===== src/rtl/wdt_bus_pkg.sv =====
// Shared types and constants for the watchdog register-bus initiator.
// Holds the FSM state encoding, the response record and the register map.
package wdt_bus_pkg;

    localparam int BUS_DATA_W = 8;

    localparam logic [7:0] WDT_LOAD_ADDR = 8'h00;

    typedef enum logic [1:0] {
        IDLE   = 2'd0,
        ACCESS = 2'd1,
        TURN   = 2'd2
    } state_t;

    typedef struct packed {
        logic [BUS_DATA_W-1:0] rdata;
        logic                  err;
        logic                  timeout;
    } rsp_t;

    // A zero TIMEOUT still needs a one-bit counter so the port list stays legal.
    function automatic int cnt_width(input int timeout);
        return (timeout > 0) ? $clog2(timeout + 1) : 1;
    endfunction

endpackage


===== src/rtl/wdt_bus_wait_timer.sv =====
// Clearable up-counter that flags the last permitted wait cycle of an access.
// With TIMEOUT = 0 the flag never rises, so accesses may wait forever.
module wdt_bus_wait_timer
    import wdt_bus_pkg::*;
#(
    parameter int TIMEOUT = 16
) (
    input  logic clk,
    input  logic rst_n,
    input  logic i_clear,
    input  logic i_run,
    output logic o_expire
);

    localparam int CNT_W = cnt_width(TIMEOUT);

    logic [CNT_W-1:0] r_count;
    logic             w_expire;

    always_ff @(posedge clk or negedge rst_n) begin
        if (!rst_n) begin
            r_count <= '0;
        end else if (i_clear) begin
            r_count <= '0;
        end else if (i_run && !w_expire) begin
            r_count <= r_count + CNT_W'(1);
        end
    end

    generate
        if (TIMEOUT > 0) begin : g_timeout
            assign w_expire = (r_count == CNT_W'(TIMEOUT - 1));
        end else begin : g_no_timeout
            assign w_expire = 1'b0;
        end
    endgenerate

    assign o_expire = w_expire;

endmodule


===== src/rtl/wdt_bus_master.sv =====
// Single-outstanding register-bus initiator with a bounded wait for pready.
// Bus outputs are registered; the response pulses during the TURN cycle.
module wdt_bus_master
    import wdt_bus_pkg::*;
#(
    parameter int ADDR_W  = 8,
    parameter int DATA_W  = 8,
    parameter int TIMEOUT = 16
) (
    input  logic              pclk_i,
    input  logic              prst_n_i,
    input  logic              req_valid_i,
    output logic              req_ready_o,
    input  logic              req_write_i,
    input  logic [ADDR_W-1:0] req_addr_i,
    input  logic [DATA_W-1:0] req_wdata_i,
    output logic              rsp_valid_o,
    output logic [DATA_W-1:0] rsp_rdata_o,
    output logic              rsp_err_o,
    output logic              rsp_timeout_o,
    output logic              busy_o,
    output logic [ADDR_W-1:0] paddr_o,
    output logic [DATA_W-1:0] pwdata_o,
    output logic              pwrite_o,
    output logic              penable_o,
    input  logic [DATA_W-1:0] prdata_i,
    input  logic              pready_i,
    input  logic              pslverr_i
);

    state_t r_state;
    state_t w_next_state;

    logic [ADDR_W-1:0] r_paddr;
    logic [DATA_W-1:0] r_pwdata;
    logic              r_pwrite;
    logic              r_penable;
    rsp_t              r_rsp;

    logic w_expire;
    logic w_handshake;
    logic w_done;
    logic w_req_ready;
    logic w_busy;
    logic w_rsp_valid;

    assign w_handshake = (r_state == IDLE) && req_valid_i;
    assign w_done      = (r_state == ACCESS) && (pready_i || w_expire);

    wdt_bus_wait_timer #(
        .TIMEOUT (TIMEOUT)
    ) u_wait_timer (
        .clk      (pclk_i),
        .rst_n    (prst_n_i),
        .i_clear  (r_state != ACCESS),
        .i_run    (r_state == ACCESS),
        .o_expire (w_expire)
    );

    always_ff @(posedge pclk_i or negedge prst_n_i) begin
        if (!prst_n_i) begin
            r_state <= IDLE;
        end else begin
            r_state <= w_next_state;
        end
    end

    always_comb begin
        w_next_state = r_state;
        case (r_state)
            IDLE:    if (req_valid_i) w_next_state = ACCESS;
            ACCESS:  if (pready_i || w_expire) w_next_state = TURN;
            TURN:    w_next_state = IDLE;
            default: w_next_state = IDLE;
        endcase
    end

    always_comb begin
        w_req_ready = 1'b0;
        w_busy      = 1'b1;
        w_rsp_valid = 1'b0;
        case (r_state)
            IDLE: begin
                w_req_ready = 1'b1;
                w_busy      = 1'b0;
            end
            TURN:    w_rsp_valid = 1'b1;
            default: ;
        endcase
    end

    // Capture the request onto the bus and, on completion, the response record.
    always_ff @(posedge pclk_i or negedge prst_n_i) begin
        if (!prst_n_i) begin
            r_paddr   <= '0;
            r_pwdata  <= '0;
            r_pwrite  <= 1'b0;
            r_penable <= 1'b0;
            r_rsp     <= '0;
        end else if (w_handshake) begin
            r_paddr   <= req_addr_i;
            r_pwdata  <= req_write_i ? req_wdata_i : '0;
            r_pwrite  <= req_write_i;
            r_penable <= 1'b1;
        end else if (w_done) begin
            r_paddr   <= '0;
            r_pwdata  <= '0;
            r_pwrite  <= 1'b0;
            r_penable <= 1'b0;
            if (pready_i) begin
                r_rsp.rdata   <= r_pwrite ? '0 : BUS_DATA_W'(prdata_i);
                r_rsp.err     <= pslverr_i;
                r_rsp.timeout <= 1'b0;
            end else begin
                r_rsp.rdata   <= '0;
                r_rsp.err     <= 1'b1;
                r_rsp.timeout <= 1'b1;
            end
        end
    end

    // Ready is masked by reset so nothing reads as acceptable while held in reset.
    assign req_ready_o   = w_req_ready && prst_n_i;
    assign busy_o        = w_busy;
    assign rsp_valid_o   = w_rsp_valid;
    assign rsp_rdata_o   = DATA_W'(r_rsp.rdata);
    assign rsp_err_o     = r_rsp.err;
    assign rsp_timeout_o = r_rsp.timeout;
    assign paddr_o       = r_paddr;
    assign pwdata_o      = r_pwdata;
    assign pwrite_o      = r_pwrite;
    assign penable_o     = r_penable;

endmodule


===== config.mk =====
export PLATFORM = sky130hd
export DESIGN_NAME = wdt_bus_master
export DESIGN_NICKNAME = d
export VERILOG_FILES = /design/src/rtl/wdt_bus_pkg.sv /design/src/rtl/wdt_bus_wait_timer.sv /design/src/rtl/wdt_bus_master.sv
export SDC_FILE = /design/constraint.sdc
export NUM_CORES = 1
export LEC_CHECK = 0
export BUFFER_PORTS_ARGS = -buffer_cell sky130_fd_sc_hd__buf_2
export CAP_MARGIN = 10
export CORE_ASPECT_RATIO = 1.75
export CORE_UTILIZATION = 40
export CTS_CLUSTER_SIZE = 28
export DETAILED_ROUTE_END_ITERATION = 10
export PLACE_DENSITY = 0.74
export SLEW_MARGIN = 20
export SYNTH_ARGS = -nofsm -noshare
export SYNTH_HDL_FRONTEND = slang
export SYNTH_SLANG_ARGS = --single-unit

===== constraint.sdc =====
create_clock -name pclk_i -period 2.27 [get_ports pclk_i]
set_input_delay 0.1135 -clock pclk_i [delete_from_list [all_inputs] [get_ports pclk_i]]
set_output_delay 0.1135 -clock pclk_i [all_outputs]
set_load 0.01 [all_outputs]

# Word-level counts from Yosys, hierarchy flattened
# Index checks and enable logic that the tools add are counted.
word_totals:
  out_inout_bits: 31
  elab_cells: 45
  in_bits: 30
  ff_bits: 35
classes:
  n_reduce_logical: 11
  n_mux: 17
  addsub: 1
  eq_ne: 6
  bitwise_logic: 1
op_table:
  columns: ["cell", "n"]
  rows:
  - ["2-to-1 mux 8 bit", 5]
  - ["2-to-1 mux 10 bit", 1]
  - ["2-to-1 mux 5 bit", 2]
  - ["2-to-1 mux 1 bit", 6]
  - ["adder 5 x 1 -> 5 bit, second input constant", 1]
  - ["== test 5 x 4 -> 1 bit, second input constant", 1]
  - ["logical AND 1 bit", 4]
  - ["2-to-1 mux 2 bit", 2]
  - ["inequality test 2 bit, second input constant", 2]
  - ["one-hot mux 2 bit (2 select lines)", 1]
  - ["AND reduction 2 bit", 2]
  - ["nonzero test 2 bit", 2]
  - ["== test 2 x 1 -> 1 bit, second input constant", 1]
  - ["== test 2 bit, second input constant", 1]
  - ["zero test 2 bit", 1]
  - ["inequality test 2 x 1 -> 1 bit, second input constant", 1]
  - ["zero test 1 bit", 1]
  - ["logical OR 1 bit", 1]
  - ["NOT 1 bit", 1]

# Depth between registers and ports, before layout
# Gate-level depths: netlist of run 1.
logic_depth:
  ltp_word: 5
  ltp_mapped: 9
  ltp_nobuf: 6

# Hierarchy
# A second synthesis of run 1 with hierarchy kept.
unflattened:
  cells_unflattened: 120
  area_unflattened_um2: 1420.1
modules_own_cells:
  columns: ["module", "cells_per_inst", "seq_area_each_um2", "n_inst", "area_each_um2"]
  rows:
  - ["wdt_bus_master", 97, 750.7, 1, 1159.9]
  - ["wdt_bus_wait_timer", 23, 125.1, 1, 260.2]

# Least setup slack after synthesis of run 1
# Ideal clock, no wire load.
synth_timing:
  kind: "flip-flop to flip-flop"
  from: "reg u_wait_timer.r_count[0]"
  to: "reg r_pwdata[7] (netlist: pwdata_o[7])"
  period_less_slack_ps: 1855
  setup_time_ps: 121
  stages_incl_launch_ff: 10
  slack_ps: 415
  required_time_ps: 2149
  t_arrival_ps: 1734
  path_buffers: 3
  cell_sequence: "dfrtp_1 > ha_1 > and3_1 > ha_1 > buf_4 > nor2_4 > a211o_1 > buf_6 > buf_6 > a22o_1"
synth_via:
  elab_chain_len: 4
synth_lines:
  columns: ["item", "line", "source"]
  rows:
  - ["start: declaration", "wdt_bus_wait_timer.sv:17", "logic [CNT_W-1:0] r_count;"]
  - ["start signal: assignment", "wdt_bus_wait_timer.sv:26", "r_count <= r_count + CNT_W'(1);"]
  - ["== test 5 x 4 -> 1 bit", "wdt_bus_wait_timer.sv:32", "assign w_expire = (r_count == CNT_W'(TIMEOUT - 1));"]
  - ["logical OR 1 bit", "wdt_bus_master.sv:48", "assign w_done = (r_state == ACCESS) && (pready_i || w_expire);"]
  - ["logical AND 1 bit", "wdt_bus_master.sv:48", null]
  - ["nonzero test 2 bit (no source line)", null, null]
  - ["end signal: assignment", "wdt_bus_master.sv:102", "r_pwdata <= req_write_i ? req_wdata_i : '0;"]
  - ["end: declaration", "wdt_bus_master.sv:35", "logic [DATA_W-1:0] r_pwdata;"]
# Every way passes these cells.
# A chain may end at the register's enable or synchronous reset.

# Worst setup path after layout of run 1
layout_timing:
  from: "reg u_wait_timer.r_count[0]"
  to: "reg r_pwdata[5] (netlist: pwdata_o[5])"
# Same word-level chain as after synthesis.

==> metrics.md, run 1 <==
| Metric | Value |
|---|---|
| Cells after synthesis | 120 |
| Yosys warns | 0 |
| Multi-input logic area | 488 um2 |
| Starting density of the core | 0.417 |
| Largest net degree at the start of global routing | 37 |
| Crit end category | flip-flop |
| Asr flop ratio synth | 1.00 |
| Vias post-DR | 1170 |
| Worst path required time | 2450 ps |
| Fin. Hold Viols | 0 |
| Die H | 80.8 um |
| Min-Delay Path Class | primary input to flip-flop |
| Count of cell types in the netlist | 27 |
| Worst-Margin Slew | 534 ps |
| Initial antenna violation count | 0 |
| RSZ-0062 raised after global routing | false |
| Top cell type's share of synthesized area | 0.618 |
| CTS tree | yes |
| Final Net Count | 216 |
| Final setup viols | 0 |
| Area delta synth->final | 34.1% |
| EDFF count, synth | 0 |
| # IOs | 61 |
| Routed WL | 3100 um |
| First drt pass iteration count | 4 |
| CTS Buffer Depth | 2 |
| Fmax | 0.483 GHz |
| Critical Path AT | 2250 ps |
| Die X | 47 um |
| Post-synth top area cell | dfrtp_1 |
| Main synth FF type | dfrtp_1 |
| CP delay by family, top | compound AO/OA/AOI/OAI gates |
| Seq cells post-synth | 35 |
| Clk_lat worst skew | 290 ps |
| Die area | 0.00380 mm2 |
| Cell Chain, Critical Path | ha_1, and3_1, ha_2, nor2_4, a211o_1, a22o_1 |
| Synth top area cells | dfrtp_1, a22o_1, o21ai_0 |
| Final worst path period need | 2070 ps |
| Mapped cell area | 0.00142 mm2 |
| Max-cap violation count | 0 |
| H-tree Lvls | 2 |
| Setup WS post-layout | 200 ps |
| N_diodes | 0 |
| Drt drc | 0 |
| Core Area | 0.00340 mm2 |
| Vias in the first global route | 1171 |
| DR vias/cell | 5.09 |
| DP HPWL | 2330 um |
| Skew final | 8.00 ps |
| Slowest CP cell | a211o_1 |
| Synth top cells by count | dfrtp_1, a22o_1, o21ai_0 |
| Cell with the most instances after synthesis | dfrtp_1 |
| Top fanout value on the critical path | 17 |
| CTS buffer count | 5 |
| Per-cell routed wire length | 13.5 um |
| Period utilization | 0.912 |
| Fill count | 326 |
| Place WS | 100 ps |
| Worst-path clk slew | 80 ps |
| Syn_area_per_cell | 11.8 um2 |
| Syn Nets | 152 |
| GRT Resource Usage Total | 0.183 |
| Outcome | completed |
| Worst setup SP type | flip-flop |
| Root buffer cell | clkbuf_8 |
| Detailed router's first-iteration violation count | 29 |
| Proportion of layout cells with a drive suffix above 1 | 0.400 |
| P_leak | 0.00102 uW |
| GR Overflow Total | 0 |
| VDD IR max | 677 uV |
| Gp weighted congestion | 0.741 |
| Sequential area share after synthesis | 0.618 |
| Relative slew slack | 0.644 |
| Sink Count | 35 |
| I/O Buffers | 60 |
| Max incr delay on CP | 510 ps |
| Cell area power density | 1130 mW/mm2 |
| First-pass GRT wire length | 5020 um |
| Seq. cell area | 876 um2 |
| Setup_tns | 0 ps |
| Post-route antenna net violation count | 0 |
| WP buf/inv | 0 |
| Row count | 28 |
| Pins Over Slew Limit | 0 |
| Crit path kind | flip-flop to flip-flop |
==> state kept, by name, indices dropped and copies added (netlist names) <==
register / flops
rsp_rdata_o: 8
penable_o: 1
r_state: 2
paddr_o: 8
u_wait_timer.r_count: 5
pwdata_o: 8
rsp_err_o: 1
rsp_timeout_o: 1
pwrite_o: 1
==> kinds of logic (layout without fill, tap and decap cells) <==
| family | count (synthesis) | in the layout | synth area share |
|---|---|---|---|
| compound gates | 41 | 41 | 0.197 |
| flops | 35 | 35 | 0.618 |
| simple gates | 28 | 28 | 0.102 |
| buf+inv | 10 | 75 | 0.0397 |
| xor+xnor | 3 | 3 | 0.0185 |
| fa+ha+maj | 2 | 2 | 0.0176 |
| mux | 1 | 1 | 0.00706 |
==> timing repair <==
action                                  4_1_cts  5_1_grt
setup buffers                                 0        0
resized for setup                             0        1
hold buffers                                  1        0
endpoints found under the setup margin        0       10
hold endpoints to repair                     35        0
==> per-stage QoR <==
stage           util  total power [uW]  cell area [um2]  std cells  hold WS [ps]
4_1_cts        0.559              2170             1900        230          28.7
3_3_place_gp   0.515              1460             1750        221           163
3_5_place_dp   0.515              1490             1750        221           175
6_report       0.559              2140             1900        230          33.0
5_1_grt        0.559              2280             1900        230          32.9
2_1_floorplan      -              1240             1420        120          -182
==> metal layers <==
metal  part of all wire  GRT usage
met1               0.42      0.208
met2               0.50      0.314
met3              0.066     0.0556
met4              0.018     0.0600
met5                  0          0
==> layout by cell type (no fill, tap or decap), types with 2 or more instances in the layout <==
cell       count
nor2b_1        4
a21o_1         3
nand2_1        8
nor2_1         8
a22o_1        16
a21oi_1        3
inv_1          3
o21ai_0       16
dfrtp_1       35
buf_2         60
bufinv_16      2
xor2_1         2
buf_4          3
clkbuf_8       5
==> final cells by class <==
class / count / share of cell area
clock inverter: 3 / 0.0355
tap: 45 / 0.0296
timing repair buffer: 64 / 0.175
inverter: 3 / 0.00592
multi-input combinational: 75 / 0.257
clock buffer: 5 / 0.0362
sequential: 35 / 0.461
==> where the power goes <==
part | internal, uW | switching (uW) | total (uW)
logic | 263 | 316 | 580
clock network | 438 | 231 | 669
registers | 791 | 105 | 896
==> path summary, 6_finish.rpt <==
path	startpoint	to	slack, ps	cells after the start
worst min-delay path	req_wdata_i[7]	pwdata_o[7]$_DFFE_PN0P_	30	2
max in group asynchronous	prst_n_i	penable_o$_DFFE_PN0P_	1570	3
worst max-delay path	u_wait_timer.r_count[0]$_DFFE_PN0P_	pwdata_o[5]$_DFFE_PN0P_	200	6
worst min register to register	penable_o$_DFFE_PN0P_	penable_o$_DFFE_PN0P_	480	1
worst max register to register	u_wait_timer.r_count[0]$_DFFE_PN0P_	pwdata_o[5]$_DFFE_PN0P_	200	6
min in group asynchronous	prst_n_i	u_wait_timer.r_count[4]$_DFFE_PN0P_	380	3
(Power assumes the default switching activity.)
==> inputs of run 2 (changes only) <==
- GPL_TIMING_DRIVEN: default -> 0
==> run 2 against run 1 <==
Effect of this change:
- clock power decreased by 34%
- final area decreased by 1.5%
- critical path type unchanged
- critical path depth increased by 3
- largest cell class unchanged
- die area stayed put
==> metrics.md, run 2 (same netlist as run 1, synthesis figures left out) <==
| Metric | Value |
|---|---|
| Postcts setup bufs | 0 (unchanged) |
| Worst-Margin Slew | 740 ps (+206 ps) |
| Final Net Count | 220 (+1.9%) |
| I/O Buffers | 60 (unchanged) |
| Vias in the first global route | 1168 (-0.26%) |
| H-tree Lvls | 2 (unchanged) |
| P_leak | 0.00102 uW (-0.80%) |
| Die H | 80.8 um (unchanged) |
| R2r endpoint | pwdata_o[7]$_DFFE_PN0P_ |
| Commonest non-fill, non-tap cell in the layout | buf_2 |
| Starting density of the core | 0.417 (unchanged) |
| Top fanout value on the critical path | 10 (-7) |
| VDD IR max | 596 uV (-12%) |
| Routed WL | 3040 um (-2.2%) |
| Setup_tns | 0 ps (unchanged) |
| Min-Delay Endpoint | pwdata_o[4]$_DFFE_PN0P_ |
| Fmax | 0.494 GHz (+2.2%) |
| GR Overflow Total | 0 (unchanged) |
| Final worst path period need | 2030 ps (-45.0 ps) |
| Initial antenna violation count | 0 (unchanged) |
| Outcome | completed |
| Row count | 28 (unchanged) |
| Slowest CP cell | dfrtp_1 |
| Relative slew slack | 0.507 (-0.137) |
| Fill count | 341 (+4.6%) |
| Pins Over Slew Limit | 0 (unchanged) |
| Crit end category | flip-flop |
| CTS hold repair buffers | 1 (unchanged) |
| Worst path required time | 2440 ps (about the same) |
| Area delta synth->final | 32.0% |
| Post-cts sizing count | 0 (unchanged) |
| Max-cap violation count | 0 (unchanged) |
| Die area | 0.00380 mm2 (unchanged) |
| Worst hold path cell count | 2 (unchanged) |
| Clk_lat worst skew | 290 ps (about the same) |
| DR vias/cell | 5.05 (-0.70%) |
| GRT Resource Usage Total | 0.175 (-0.00822) |
| Worst setup SP type | flip-flop |
| # IOs | 61 (unchanged) |
| Crit path kind | flip-flop to flip-flop |
| Core Area | 0.00340 mm2 (unchanged) |
| Post-route antenna net violation count | 0 (unchanged) |
| First drt pass iteration count | 4 (unchanged) |
| Worst-path clk slew | 60 ps (-20 ps) |
| RSZ-0062 raised after global routing | false |
| Fin. Hold Viols | 0 (unchanged) |
| Cell depth of the worst flop-to-flop path | 9 (+3) |
| Die X | 47 um (unchanged) |
| FF-to-FF setup slack | 240 ps (+40 ps) |
| Sink Count | 35 (unchanged) |
| Drt drc | 0 (unchanged) |
| Skew final | 5.53 ps (-2.48 ps) |
| Proportion of layout cells with a drive suffix above 1 | 0.383 (-0.0170) |
| Max incr delay on CP | 380 ps (-130 ps) |
| Reg2reg start | u_wait_timer.r_count[0]$_DFFE_PN0P_ |
| Period utilization | 0.892 (-0.0198) |
| Per-cell routed wire length | 13.0 um (-3.4%) |
| CTS tree | yes |
| Detailed router's first-iteration violation count | 8 (-72%) |
| Critical Path AT | 2200 ps (-50 ps) |
| Root buffer cell | clkbuf_8 |
| First-pass GRT wire length | 4700 um (-6.5%) |
| N_diodes | 0 (unchanged) |
| CTS buffer count | 5 (unchanged) |
| Cell Chain, Critical Path | ha_1, and3_1, ha_1, buf_4, nor2_4, a211o_1, buf_6, buf_6, a22o_1 |
| Vias post-DR | 1177 (+0.60%) |
| WHS | 45.6 ps (+12.6 ps) |
| Worst hold start | req_wdata_i[4] |
| Final setup viols | 0 (unchanged) |
| CTS Buffer Depth | 2 (unchanged) |
| DP HPWL | 2370 um (+1.5%) |
| Gp weighted congestion | 0.739 (-0.24%) |
| Cell area power density | 1040 mW/mm2 (-8.0%) |
| Most frequent cells in the layout | buf_2, dfrtp_1, a22o_1, o21ai_0 |
| Largest net degree at the start of global routing | 37 (unchanged) |
| Min-Delay Path Class | primary input to flip-flop |
-- run 2: worst max path at each step --
stage,startpoint,end,slack [ps],depth (start not counted)
floorplan,u_wait_timer.r_count[0]$_DFFE_PN0P_,pwdata_o[7]$_DFFE_PN0P_,420,9
global placement,u_wait_timer.r_count[0]$_DFFE_PN0P_,rsp_err_o$_DFFE_PN0P_,290,7
detailed placement,u_wait_timer.r_count[0]$_DFFE_PN0P_,rsp_err_o$_DFFE_PN0P_,220,7
CTS,u_wait_timer.r_count[0]$_DFFE_PN0P_,rsp_err_o$_DFFE_PN0P_,210,7
global route,u_wait_timer.r_count[0]$_DFFE_PN0P_,rsp_err_o$_DFFE_PN0P_,60,7
finish,u_wait_timer.r_count[0]$_DFFE_PN0P_,pwdata_o[7]$_DFFE_PN0P_,240,9
-- run 2: through the flow --
stage | utilization | setup slack, ps | total power, uW | instance area (um2) | std cells
final | 0.551 | 245 | 1940 | 1870 | 233
after global routing | 0.551 | 63.6 | 2070 | 1870 | 233
after CTS | 0.551 | 209 | 1970 | 1870 | 233
after detailed placement | 0.522 | 220 | 1520 | 1770 | 225
after global placement | 0.522 | 290 | 1480 | 1770 | 225
after floorplan | - | 415 | 1240 | 1420 | 120
-- run 2: power breakdown --
part | switching, uW | internal (uW)
Combinational | 323 | 282
Sequential | 103 | 792
Clock | 206 | 238
-- run 2: per-layer routing --
| metal | share of wire | track usage | wire, um |
|---|---|---|---|
| met2 | 0.52 | 0.310 | 1580 |
| met5 | 0 | 0 | 0 |
| met1 | 0.39 | 0.186 | 1190 |
| met4 | 0.022 | 0.0829 | 68 |
| met3 | 0.065 | 0.0356 | 198 |
-- run 2: critical path: cells and delay by family, from the launching register on --
kind / cells / cell delay, ps
AND/OR/NAND/NOR: 2 / 240
flip-flops: 1 / 380
adder cells (fa/ha/maj): 2 / 320
buffers and inverters: 3 / 440
AO/OA/AOI/OAI: 2 / 520
-- run 2: cell type report --
class / count / area, um2 / area share
buffer: 7 / 45.0 / 0.0241
multi-input combinational: 75 / 485 / 0.259
sequential: 35 / 876 / 0.468
clock inverter: 1 / 5.00 / 0.00267
inverter: 3 / 11.3 / 0.00602
timing repair buffer: 61 / 310 / 0.166
clock buffer: 6 / 82.6 / 0.0441
tap: 45 / 56.3 / 0.0301
